===== src/rtl/fm_sb_pkg.sv =====
// Shared spy-buffer definitions: memory word width, widest monitored bus,
// and the state encoding of the write packer.
package fm_sb_pkg;

  localparam int axi_dw     = 32;
  localparam int mon_dw_max = 128;

  // Number of den-sized words needed to hold num bits.
  function automatic int find_ceil(input int num, input int den);
    return (num + den - 1) / den;
  endfunction

  typedef enum logic [1:0] {
    IDLE   = 2'd0,
    SHIFT  = 2'd1,
    FROZEN = 2'd2
  } fm_sb_pk_state_t;

endpackage


===== src/rtl/fm_sb_write_packer.sv =====
// Captures one monitored bus frame per fm_vld and writes it into the spy
// buffer as WORDS consecutive axi_dw words, least-significant word first.
module fm_sb_write_packer
  import fm_sb_pkg::*;
#(
  parameter  int TP_DW   = 64,
  parameter  int FRAME_W = 6,
  localparam int WORDS   = find_ceil(TP_DW, axi_dw),
  localparam int IDX_W   = (WORDS > 1) ? $clog2(WORDS) : 1
) (
  input  logic                     clk,
  input  logic                     rst,
  input  logic [mon_dw_max-1:0]    fm_data,
  input  logic                     fm_vld,
  input  logic                     freeze,
  output logic                     wr_en,
  output logic [FRAME_W+IDX_W-1:0] wr_addr,
  output logic [axi_dw-1:0]        wr_data,
  output logic                     frozen,
  output logic [FRAME_W-1:0]       frame_ptr,
  output logic                     wrapped,
  output logic [31:0]              frame_cnt,
  output logic [15:0]              drop_cnt
);

  localparam int              BUF_W    = WORDS * axi_dw;
  localparam logic [IDX_W-1:0] LAST_IDX = IDX_W'(WORDS - 1);

  fm_sb_pk_state_t               state_q, state_d;
  logic [IDX_W-1:0]              word_idx_q;
  logic [WORDS-1:0][axi_dw-1:0]  buf_q;
  logic [FRAME_W-1:0]            frame_ptr_q;
  logic                          wrapped_q;
  logic [31:0]                   frame_cnt_q;
  logic [15:0]                   drop_cnt_q;
  logic [axi_dw-1:0]             cur_word;
  logic                          last_word;
  logic                          capture;
  logic                          drop;
  logic                          unused_fm;

  // Bits above TP_DW are deliberately ignored.
  assign unused_fm = ^fm_data;

  // freeze always beats a new frame, both from IDLE and on the last word.
  assign last_word = (state_q == SHIFT) && (word_idx_q == LAST_IDX);
  assign capture   = fm_vld && !freeze && ((state_q == IDLE) || last_word);
  assign drop      = fm_vld && (state_q == SHIFT) && !last_word;

  always_ff @(posedge clk) begin
    if (rst) state_q <= IDLE;
    else     state_q <= state_d;
  end

  always_comb begin
    state_d = state_q;
    unique case (state_q)
      IDLE: begin
        if (freeze)      state_d = FROZEN;
        else if (fm_vld) state_d = SHIFT;
      end
      SHIFT: begin
        if (last_word) begin
          if (freeze)      state_d = FROZEN;
          else if (fm_vld) state_d = SHIFT;
          else             state_d = IDLE;
        end
      end
      FROZEN: begin
        if (!freeze) state_d = IDLE;
      end
      default: state_d = IDLE;
    endcase
  end

  always_comb begin
    cur_word = '0;
    for (int i = 0; i < WORDS; i++) begin
      if (word_idx_q == IDX_W'(i)) cur_word = buf_q[i];
    end
  end

  // NOTE: every output gets a default before the case so no latch is inferred.
  always_comb begin
    wr_en   = 1'b0;
    wr_addr = '0;
    wr_data = '0;
    frozen  = (state_q == FROZEN);
    if (state_q == SHIFT) begin
      wr_en   = 1'b1;
      wr_addr = {frame_ptr_q, word_idx_q};
      wr_data = cur_word;
    end
  end

  // NOTE: sequential state uses non-blocking assignments only.
  always_ff @(posedge clk) begin
    if (rst) begin
      word_idx_q  <= '0;
      buf_q       <= '0;
      frame_ptr_q <= '0;
      wrapped_q   <= 1'b0;
      frame_cnt_q <= '0;
      drop_cnt_q  <= '0;
    end else begin
      if (capture) begin
        buf_q      <= BUF_W'(fm_data[TP_DW-1:0]);
        word_idx_q <= '0;
      end else if (state_q == SHIFT) begin
        word_idx_q <= last_word ? '0 : word_idx_q + IDX_W'(1);
      end
      if (last_word) begin
        frame_ptr_q <= frame_ptr_q + FRAME_W'(1);
        frame_cnt_q <= frame_cnt_q + 32'd1;
        if (&frame_ptr_q) wrapped_q <= 1'b1;
      end
      if (drop && (drop_cnt_q != 16'hFFFF)) drop_cnt_q <= drop_cnt_q + 16'd1;
    end
  end

  assign frame_ptr = frame_ptr_q;
  assign wrapped   = wrapped_q;
  assign frame_cnt = frame_cnt_q;
  assign drop_cnt  = drop_cnt_q;

endmodule


===== config.mk =====
export PLATFORM = sky130hd
export DESIGN_NAME = fm_sb_write_packer
export DESIGN_NICKNAME = d
export VERILOG_FILES = /design/src/rtl/fm_sb_pkg.sv /design/src/rtl/fm_sb_write_packer.sv
export SDC_FILE = /design/constraint.sdc
export NUM_CORES = 1
export LEC_CHECK = 0
export ABC_CLOCK_PERIOD_IN_PS = 1610
export BUFFER_PORTS_ARGS = -buffer_cell sky130_fd_sc_hd__buf_2
export CAP_MARGIN = 15
export CORE_MARGIN = 2
export CORE_UTILIZATION = 45
export CTS_BUF_LIST = sky130_fd_sc_hd__clkbuf_8
export DETAILED_ROUTE_END_ITERATION = 8
export PLACE_DENSITY_LB_ADDON = 0.05
export SLEW_MARGIN = 20
export SYNTH_ARGS = -nofsm -noshare
export SYNTH_HDL_FRONTEND = slang
export SYNTH_SLANG_ARGS = --single-unit

===== constraint.sdc =====
create_clock -name clk -period 1.61 [get_ports clk]
set_input_delay 0.0805 -clock clk [delete_from_list [all_inputs] [get_ports clk]]
set_output_delay 0.0805 -clock clk [all_outputs]
set_load 0.01 [all_outputs]

==> reports/results.txt, run 1 <==
At the worst endpoint, the arrival time is 1600 ps. For the sequential area share after synthesis, the log shows 44.6%. Max-cap violations in this run came to 0.

For the finished layout, the period the worst path requires is 1680 ps. The detailed router placed 6,020 vias in this run. At the later pin of the worst-skew pair, clock insertion delay measures 440 ps. Across every metal layer, demand over resource in global routing totals 25.3%. Registers take 2510 µm². The worst pin sits at a relative slew slack of 75.6%. For the post-route worst hold slack, the log shows 36.6 ps.

For the wire length of the first global-routing pass, the log shows 26,600 µm. In the final timing run, aggregate negative setup slack is -376 ps. In the final layout, the multi-input gates occupy 3050 µm². The number of global-route vias before repair came out at 5,753. Counting every net in the synthesized netlist gives 812. The area of the core is 12,000 µm², and the synthesis-to-layout area growth is 57.0%.

Once placement completed, the tool counted placed cells totaling 1,023. For this design the top-level I/O count stands at 228. The run finished, with violations left. Based on the critical path, the design can be clocked at up to 0.594 GHz. CTS built an H-tree with a depth of 4. Detailed placement HPWL: 10,600 µm. The via density per instance was 5.27; the fraction of post-synthesis cell area in the top cell type by area was 44.6%. Kind of launch point of the worst setup path: a flip-flop. The run gives 71.9% as the final cell utilization of the core. For this run the aggregate overflow at the end of global routing stands at 0.

Final worst-path setup slack: -72.2 ps. Setup repair after global routing could not meet its margin everywhere. Die span in x: 114 µm. The post-layout instance area came out at 8600 µm². Clock root buffer master: sky130_fd_sc_hd__clkbuf_8.

The number of cells on the worst reg-to-reg path is 6. The maximum vdd ir drop came out at 573 µV. The clock passes through at most 2 buffers. Yosys mapped the design onto 42 distinct sky130hd cell types. Buffers inserted during clock tree synthesis total 17. The pin slew with the least headroom to its limit is 363 ps. For the worst setup path, the data required time is 1530 ps. The instance area at placement is 7030 µm², and the clock-pin slew on the worst setup and hold paths is 70 ps. Number of non-filler instances in the completed layout: 1,143. The delay contributed by the slowest stage of the critical path is 380 ps. The maximum number of pins on one net before global-route repair is 56. The mapped netlist covers 5480 µm². The overall routed net length is 17,400 µm, and the total power is 6.33 mW.

Power density over cell area: 736 nW/µm². The path class of the tightest hold or removal check is input port to flip-flop. The final reports fail on setup timing.

For the gate count of the mapped netlist, the log shows 677. For the final database, setup skew stands at 9.38 ps. Dividing the final minimum period by the clock period gives 104%. The run gives 276 as the count of routing violations after the opening detailed-route iteration. The layout net count came out at 1,121.

Dividing the detail-routed wire length by the instance count gives 15.2 µm. The number of failing hold endpoints at the final stage came out at 0. Buffers placed on the I/O ports in this run total 163.

For the number of antenna violations at the first check in global routing, the log shows 0. The floorplan step defined a die boundary enclosing 13,100 µm². The repair_antennas step left the layout with diodes totalling 0. sky130_fd_sc_hd__dfxtp_1 takes more of the synthesized area than any other cell.

The signal on the critical path passes through buf_4, buf_16, mux2i_2, nor2_2, buf_2. Yosys attributes the largest share of cell area to sky130_fd_sc_hd__dfxtp_1 45%, sky130_fd_sc_hd__nand2_1 10%, sky130_fd_sc_hd__a21oi_1 9.0%. The register bit total from synthesis is 122.

Setup violations remaining at the end of the flow were counted as 17. Number of warnings issued by yosys: 0. STA classifies the critical path endpoint as a primary output. Row generation in the floorplan step produced 40 rows.

The worst hold path stage count is 2. The run gives 0 as the final count of pins violating max slew. Clock tree synthesis found a total of 122 sinks. The largest individual stage delay along the critical path comes from the cell sky130_fd_sc_hd__dfxtp_4. The initial utilization of the core area, before any placement, comes to 45.8%.

TritonCTS built the clock tree. Timing analysis after detailed placement gives a worst setup slack of -77.5 ps. Of all nets on the critical path, the largest fanout is 8. The count of fill cells added during filler insertion came out at 955. Die height: 114 µm. In the routed design, unresolved DRC markers number 0. At the end of routability-driven placement, the weighted congestion stood at 0.863. The worst setup path is of the flip-flop to primary output kind.

Antenna violation net count after detailed routing: 0. The analysis attributes to cell leakage a power of 3.60 nW. For this run, the detailed router's first-pass iteration total came to 5. In the final layout, the share of cells above drive strength 1 is 40.6%. The average instance in the mapped netlist occupies 8.09 µm².
## cells in the final DEF, fill, tap and decap left out, types with 5 or more instances in the layout
master                          count
sky130_fd_sc_hd__buf_2            163
sky130_fd_sc_hd__nand2_1          146
sky130_fd_sc_hd__buf_4             91
sky130_fd_sc_hd__a21oi_1           85
sky130_fd_sc_hd__dfxtp_1           85
sky130_fd_sc_hd__dlygate4sd3_1     65
sky130_fd_sc_hd__nor2_1            52
sky130_fd_sc_hd__mux2i_1           30
sky130_fd_sc_hd__dfxtp_2           29
sky130_fd_sc_hd__clkbuf_8          22
sky130_fd_sc_hd__o31ai_1           16
sky130_fd_sc_hd__a21oi_2           14
sky130_fd_sc_hd__o21ai_0           14
sky130_fd_sc_hd__nand4_1           13
sky130_fd_sc_hd__xor2_1            12
sky130_fd_sc_hd__nand3_1           12
sky130_fd_sc_hd__and2_1            10
sky130_fd_sc_hd__or4_4             10
sky130_fd_sc_hd__or4_1             10
sky130_fd_sc_hd__or3_1             10
sky130_fd_sc_hd__inv_1              9
sky130_fd_sc_hd__buf_12             8
sky130_fd_sc_hd__dfxtp_4            8
sky130_fd_sc_hd__buf_6              8
sky130_fd_sc_hd__or3_4              6
sky130_fd_sc_hd__mux2i_2            5
## metal layers
| layer | share of wire, % | global-route usage, % |
|---|---|---|
| met4 | 2.5 | 10.5 |
| met2 | 50 | 43.5 |
| met1 | 42 | 30.4 |
| met5 | 0 | 0 |
| met3 | 5.4 | 6.14 |
## kinds of logic (layout without fill, tap and decap cells)
group                    after synthesis  in the layout  share of synthesized area [%]
AO/OA/AOI/OAI                        138            138                           13.8
XOR/XNOR                              16             16                           2.56
adder cells (fa/ha/maj)                3              3                          0.685
buffers and inverters                 53            372                           4.59
flip-flops                           122            122                           44.6
multiplexers                          36             36                           6.60
AND/OR/NAND/NOR                      309            309                           27.1
## synth_stat cells (all sizes together)
cell,number
nand2,150
dfxtp,122
a21oi,99
nor2,53
mux2i,35
clkbuf,28
buf,20
or4,20
o31ai,18
nand3,16
nand4,16
o21ai,16
or3,16
xor2,13
and2,10
and4,8
and3,4
inv,4
ha,3
nor2b,3
nor3,3
nor4,3
xnor2,3
and3b,2
nand2b,2
o21ba,2
and4b,1
and4bb,1
clkinv,1
mux2,1
o2111ai,1
o31a,1
o41ai,1
or2,1
## report_power, final
part	internal [mW]	switching [mW]
Clock	1.37	1.13
Sequential	3.09	0.0477
Combinational	0.361	0.333
Total	4.82	1.51
## worst max-delay path: cells and delay by family, from the launching register on
| kind | cells | cell delay (ps) |
|---|---|---|
| buf+inv | 3 | 420 |
| flops | 1 | 380 |
| mux | 1 | 300 |
| simple gates | 1 | 60 |
## repair_timing
action | in CTS | in global routing
gates resized for setup | 24 | 61
setup buffers | 11 | 11
hold buffers | 65 | 0
endpoints found under the setup margin | 64 | 100
hold endpoints to repair | 65 | 0
cloned | 0 | 4
pin swaps | 8 | 18
## final timing paths
check	from	end	slack [ps]
max	word_idx_q$_SDFFE_PP0N_	wr_data[26]	-70
min reg2reg	buf_q[8]$_SDFFE_PP0P_	buf_q[8]$_SDFFE_PP0P_	450
max reg2reg	word_idx_q$_SDFFE_PP0N_	drop_cnt[7]$_SDFFE_PP0P_	-40
min	rst	drop_cnt[14]$_SDFFE_PP0P_	40
## state kept, by name (all words and copies together) (netlist names)
| signal | cells |
|---|---|
| buf_q | 64 |
| frame_cnt | 32 |
| drop_cnt | 16 |
| word_idx_q | 1 |
| state_q | 2 |
| wrapped | 1 |
| frame_ptr | 6 |
## final cells by class
| class | instances | share of cell area [%] |
|---|---|---|
| Clock inverter | 7 | 0.626 |
| Tap cell | 147 | 2.14 |
| Timing Repair Buffer | 338 | 28.8 |
| Multi-Input combinational cell | 502 | 35.5 |
| Clock buffer | 22 | 3.52 |
| Inverter | 5 | 0.233 |
| Sequential cell | 122 | 29.2 |
(Power assumes the default switching activity.)
==> run 2: changes to the inputs <==
CORE_ASPECT_RATIO = 0.6   (was unset)
CORE_UTILIZATION = 44   (was 45)
==> run 2 against run 1 <==
Against the previous run:
- the run still ends with setup timing left
- sequential power about the same
- clock skew increased by 2.0 ps
- setup slack got worse by 2.1 ps
- sequential share of layout area about the same
- flip-flop and latch count unchanged
- maximum frequency decreased by 0.12%
- design area decreased by 0.10%
==> reports/results.txt, run 2 (synthesis gave the netlist of run 1 again) <==
The synthesis-to-layout area growth is 56.9%, and the antenna violation net count after detailed routing is 0 (unchanged). The run gives 5 (unchanged) as the number of optimization iterations in the first detailed-route pass. The fraction of the cycle the final worst path needs works out to 105% (+0.13 points). After global routing, the most crowded layer is met2. In this run the critical register-to-register path is captured at frame_cnt[20]$_SDFFE_PP0P_. The count of input and output buffers came out at 163 (unchanged). The worst setup path is captured at a flip-flop. The number of antenna violations at the first check in global routing is 0 (unchanged). The logs give 3.54 nW (-1.5%) for the leakage power summed over all cells and 440 ps (about the same) for the clock insertion delay at the later pin of the skew report. The power density over cell area is 845 nW/µm² (+15%), and the met3 track demand over resource in global routing is 5.30% (-0.84 points).

The overall die area is 13,400 µm² (+2.4%), and the via density per instance is 5.22 (-0.80%). The tools report the max capacitance violation total as 0 (unchanged). The logs give 39.7% (-3.8 points) for the met2 routing resource usage after global routing and 1990 ps (+460 ps) for the critical path data required time. The maximum fanout count along the critical path was 8 (unchanged). The maximum clock path buffer count is 2 (unchanged).

The final-layout setup total negative slack came out at -604 ps (-228 ps). The via count was 5,993 (-0.45%); the final count of pins violating max slew was 0 (unchanged). The final worst-path setup slack was -74.4 ps (-2.10 ps); the post-route DRC violation count was 0 (unchanged).

For the met1 usage, the log shows 34.0% (+3.6 points). The number of cells on the worst reg-to-reg path came out at 5 (-1). The critical path in this run is classified as flip-flop to flip-flop.

Share of post-route cells with drive strength above 1: 38.4% (-2.2 points). The number of failing hold endpoints at the final stage came out at 0 (unchanged). The run gives 11.4 ps (+2.03 ps) as the setup clock skew after layout. The logs give 6980 µm² (-0.71%) for the instance area at placement and 47.6% (+8.2 points) for the clock network power share. The root buffer cell chosen for the clock tree is sky130_fd_sc_hd__clkbuf_8. The final-report setup violation count is 19 (+2). The logs give 31 (-23%) for the number of rows in the core area and 2060 ps (+460 ps) for the arrival time reported for the critical path endpoint.

Leaving out fill and tap cells, the most frequent cell in the layout is sky130_fd_sc_hd__buf_2. The detailed placement HPWL was 10,700 µm (+1.2%). The flow ran to the end, but the final reports show violations. The starting density of the core was 45.3% (-0.53 points).

Maximum operating frequency: 0.594 GHz (-0.12%). Timing endpoint of the critical path: frame_cnt[20]$_SDFFE_PP0P_. Setup repair after global routing could not meet its margin everywhere.

The run gives 4 (unchanged) as the H-tree depth. TritonCTS built the clock tree. The tools report the clock sink count as 122 (unchanged). Clock-pin slew on the worst setup and hold paths: 80 ps (about the same). The tools report the overall routed net length as 17,600 µm (+1.7%).

For the count of fill cells added during filler insertion, the log shows 980 (+2.6%). The run gives 27,400 µm (+3.0%) as the wire length of the first global-routing pass. The run gives 43.1% (-6.5 points) as the share of total power in sequential cells. Ranked by flip-flop count, first place goes to buf_q. The portion of total power attributed to combinational logic is 9.2% (-1.8 points), and the maximum number of pins on one net before global-route repair is 65 (+16%). The internal cell power is 5.59 mW (+16%). The number of buffers created by CTS came out at 17 (unchanged). The tools report the worst setup slack for register-to-register paths as -70 ps (-30 ps). The pin slew with the least headroom to its limit is 352 ps (-10.9 ps), and the post-layout instance area is 8590 µm² (-0.10%). The layout net count is 1,104 (-1.5%), and the number of global-route vias before repair is 5,597 (-2.7%). The minimum clock period after layout came out at 1680 ps (+2.10 ps). The worst setup path is launched from a flip-flop.

The number of placed I/O pins was 228 (unchanged); the die height was 90.4 µm (-21%). Maximum vdd ir drop: 555 µV (-3.3%). Net switching power of the design: 1.67 mW (+11%). In this run the worst hold path is classified as input port to flip-flop. The source of the worst register-to-register timing path is state_q[1]$_SDFFE_PP0P_. The routed length per instance was 15.4 µm (+1.3%); the count of routing violations after the opening detailed-route iteration was 352 (+28%). The die span in x works out to 148 µm (+29%). The area of the core is 12,100 µm² (+1.2%). The checks that failed: setup timing. For the total global routing track utilization, the log shows 25.1% (-0.23 points). The final weighted congestion of routability-driven global placement came out at 0.812 (-5.9%).

The number of antenna repair diodes is 0 (unchanged), and the switching share of power is 23.0% (-0.79 points). The worst slew margin relative to its limit was 76.3% (+0.73 points); the number of flip-flops in the largest register was 64 (unchanged). The critical path starts at state_q[1]$_SDFFE_PP0P_. The total congestion overflow after global routing is 0 (unchanged). In the layout the commonest cells are 162 x sky130_fd_sc_hd__buf_2, 148 x sky130_fd_sc_hd__nand2_1, 87 x sky130_fd_sc_hd__dfxtp_1.
==> run 2: cell types whose count changed in the layout (fill, tap and decap cells not counted), sizes merged <==
| cell | delta |
|---|---|
| bufinv | +6 |
| inv | -4 |
| clkinv | +6 |
| dlygate4sd3 | +1 |
| bufbuf | +1 |
| buf | -19 |
| clkbuf | -5 |
==> run 2: critical path: stages, from the launching register on <==
cell	delay, ps
sky130_fd_sc_hd__dfxtp_2	340
sky130_fd_sc_hd__and4b_2	350
sky130_fd_sc_hd__nand4_4	140
sky130_fd_sc_hd__buf_12	170
sky130_fd_sc_hd__or4_1	510
sky130_fd_sc_hd__a21oi_2	120
==> run 2: through the flow <==
| step | power [mW] | setup WS, ps | hold WS (ps) | utilization, % | instances |
|---|---|---|---|---|---|
| 3_3_place_gp | 3.67 | -75.7 | 322 | 57.7 | 1033 |
| 6_report | 7.26 | -74.4 | 271 | 71.0 | 1147 |
| 2_1_floorplan | 3.49 | -5.32 | 214 | - | 677 |
| 4_1_cts | 7.26 | -53.7 | 91.1 | 69.0 | 1143 |
| 5_1_grt | 7.52 | -140 | 298 | 71.0 | 1147 |
| 3_5_place_dp | 3.68 | -124 | 327 | 57.7 | 1033 |
==> run 2: cell type report <==
class	instances	area [µm²]	area share, %
Timing Repair Buffer	321	2320	27.0
Tap cell	165	206	2.40
Clock buffer	17	234	2.72
Inverter	5	20.0	0.233
Sequential cell	122	2510	29.2
Clock inverter	15	272	3.16
Multi-Input combinational cell	502	3030	35.3
==> run 2: worst min path at each step <==
stage | cells past startpoint | start | end
final | 6 | fm_vld | state_q[0]$_SDFFE_PP0P_
after floorplan | 2 | fm_data[27] | buf_q[27]$_SDFFE_PP0P_
after global placement | 3 | fm_data[48] | buf_q[48]$_SDFFE_PP0P_
after detailed placement | 3 | fm_data[53] | buf_q[53]$_SDFFE_PP0P_
after global routing | 5 | fm_vld | word_idx_q$_SDFFE_PP0N_
after CTS | 4 | fm_vld | word_idx_q$_SDFFE_PP0N_
==> run 2: timing repair <==
item,4_1_cts,5_1_grt
hold buffers,66,0
resized for setup,25,43
setup buffers,10,4
gates cloned,2,3
pin swaps,27,11
setup endpoints to repair,58,123
hold endpoints to repair,70,0
==> run 2: routing by layer <==
layer / routed length (µm) / share of wire [%] / up-vias
li1: - / - / 2941
met1: 8090 / 46 / 2811
met2: 7910 / 45 / 218
met3: 1370 / 7.8 / 23
met4: 267 / 1.5 / 0
met5: 0 / 0 / -
==> run 2: power by group through the flow <==
stage	clock network [mW]	logic, mW	registers (mW)
3_3_place_gp	0	0.473	3.20
4_1_cts	3.52	0.613	3.13
3_5_place_dp	0	0.481	3.20
2_1_floorplan	0	0.296	3.19
5_1_grt	3.64	0.732	3.14
6_report	3.46	0.671	3.13
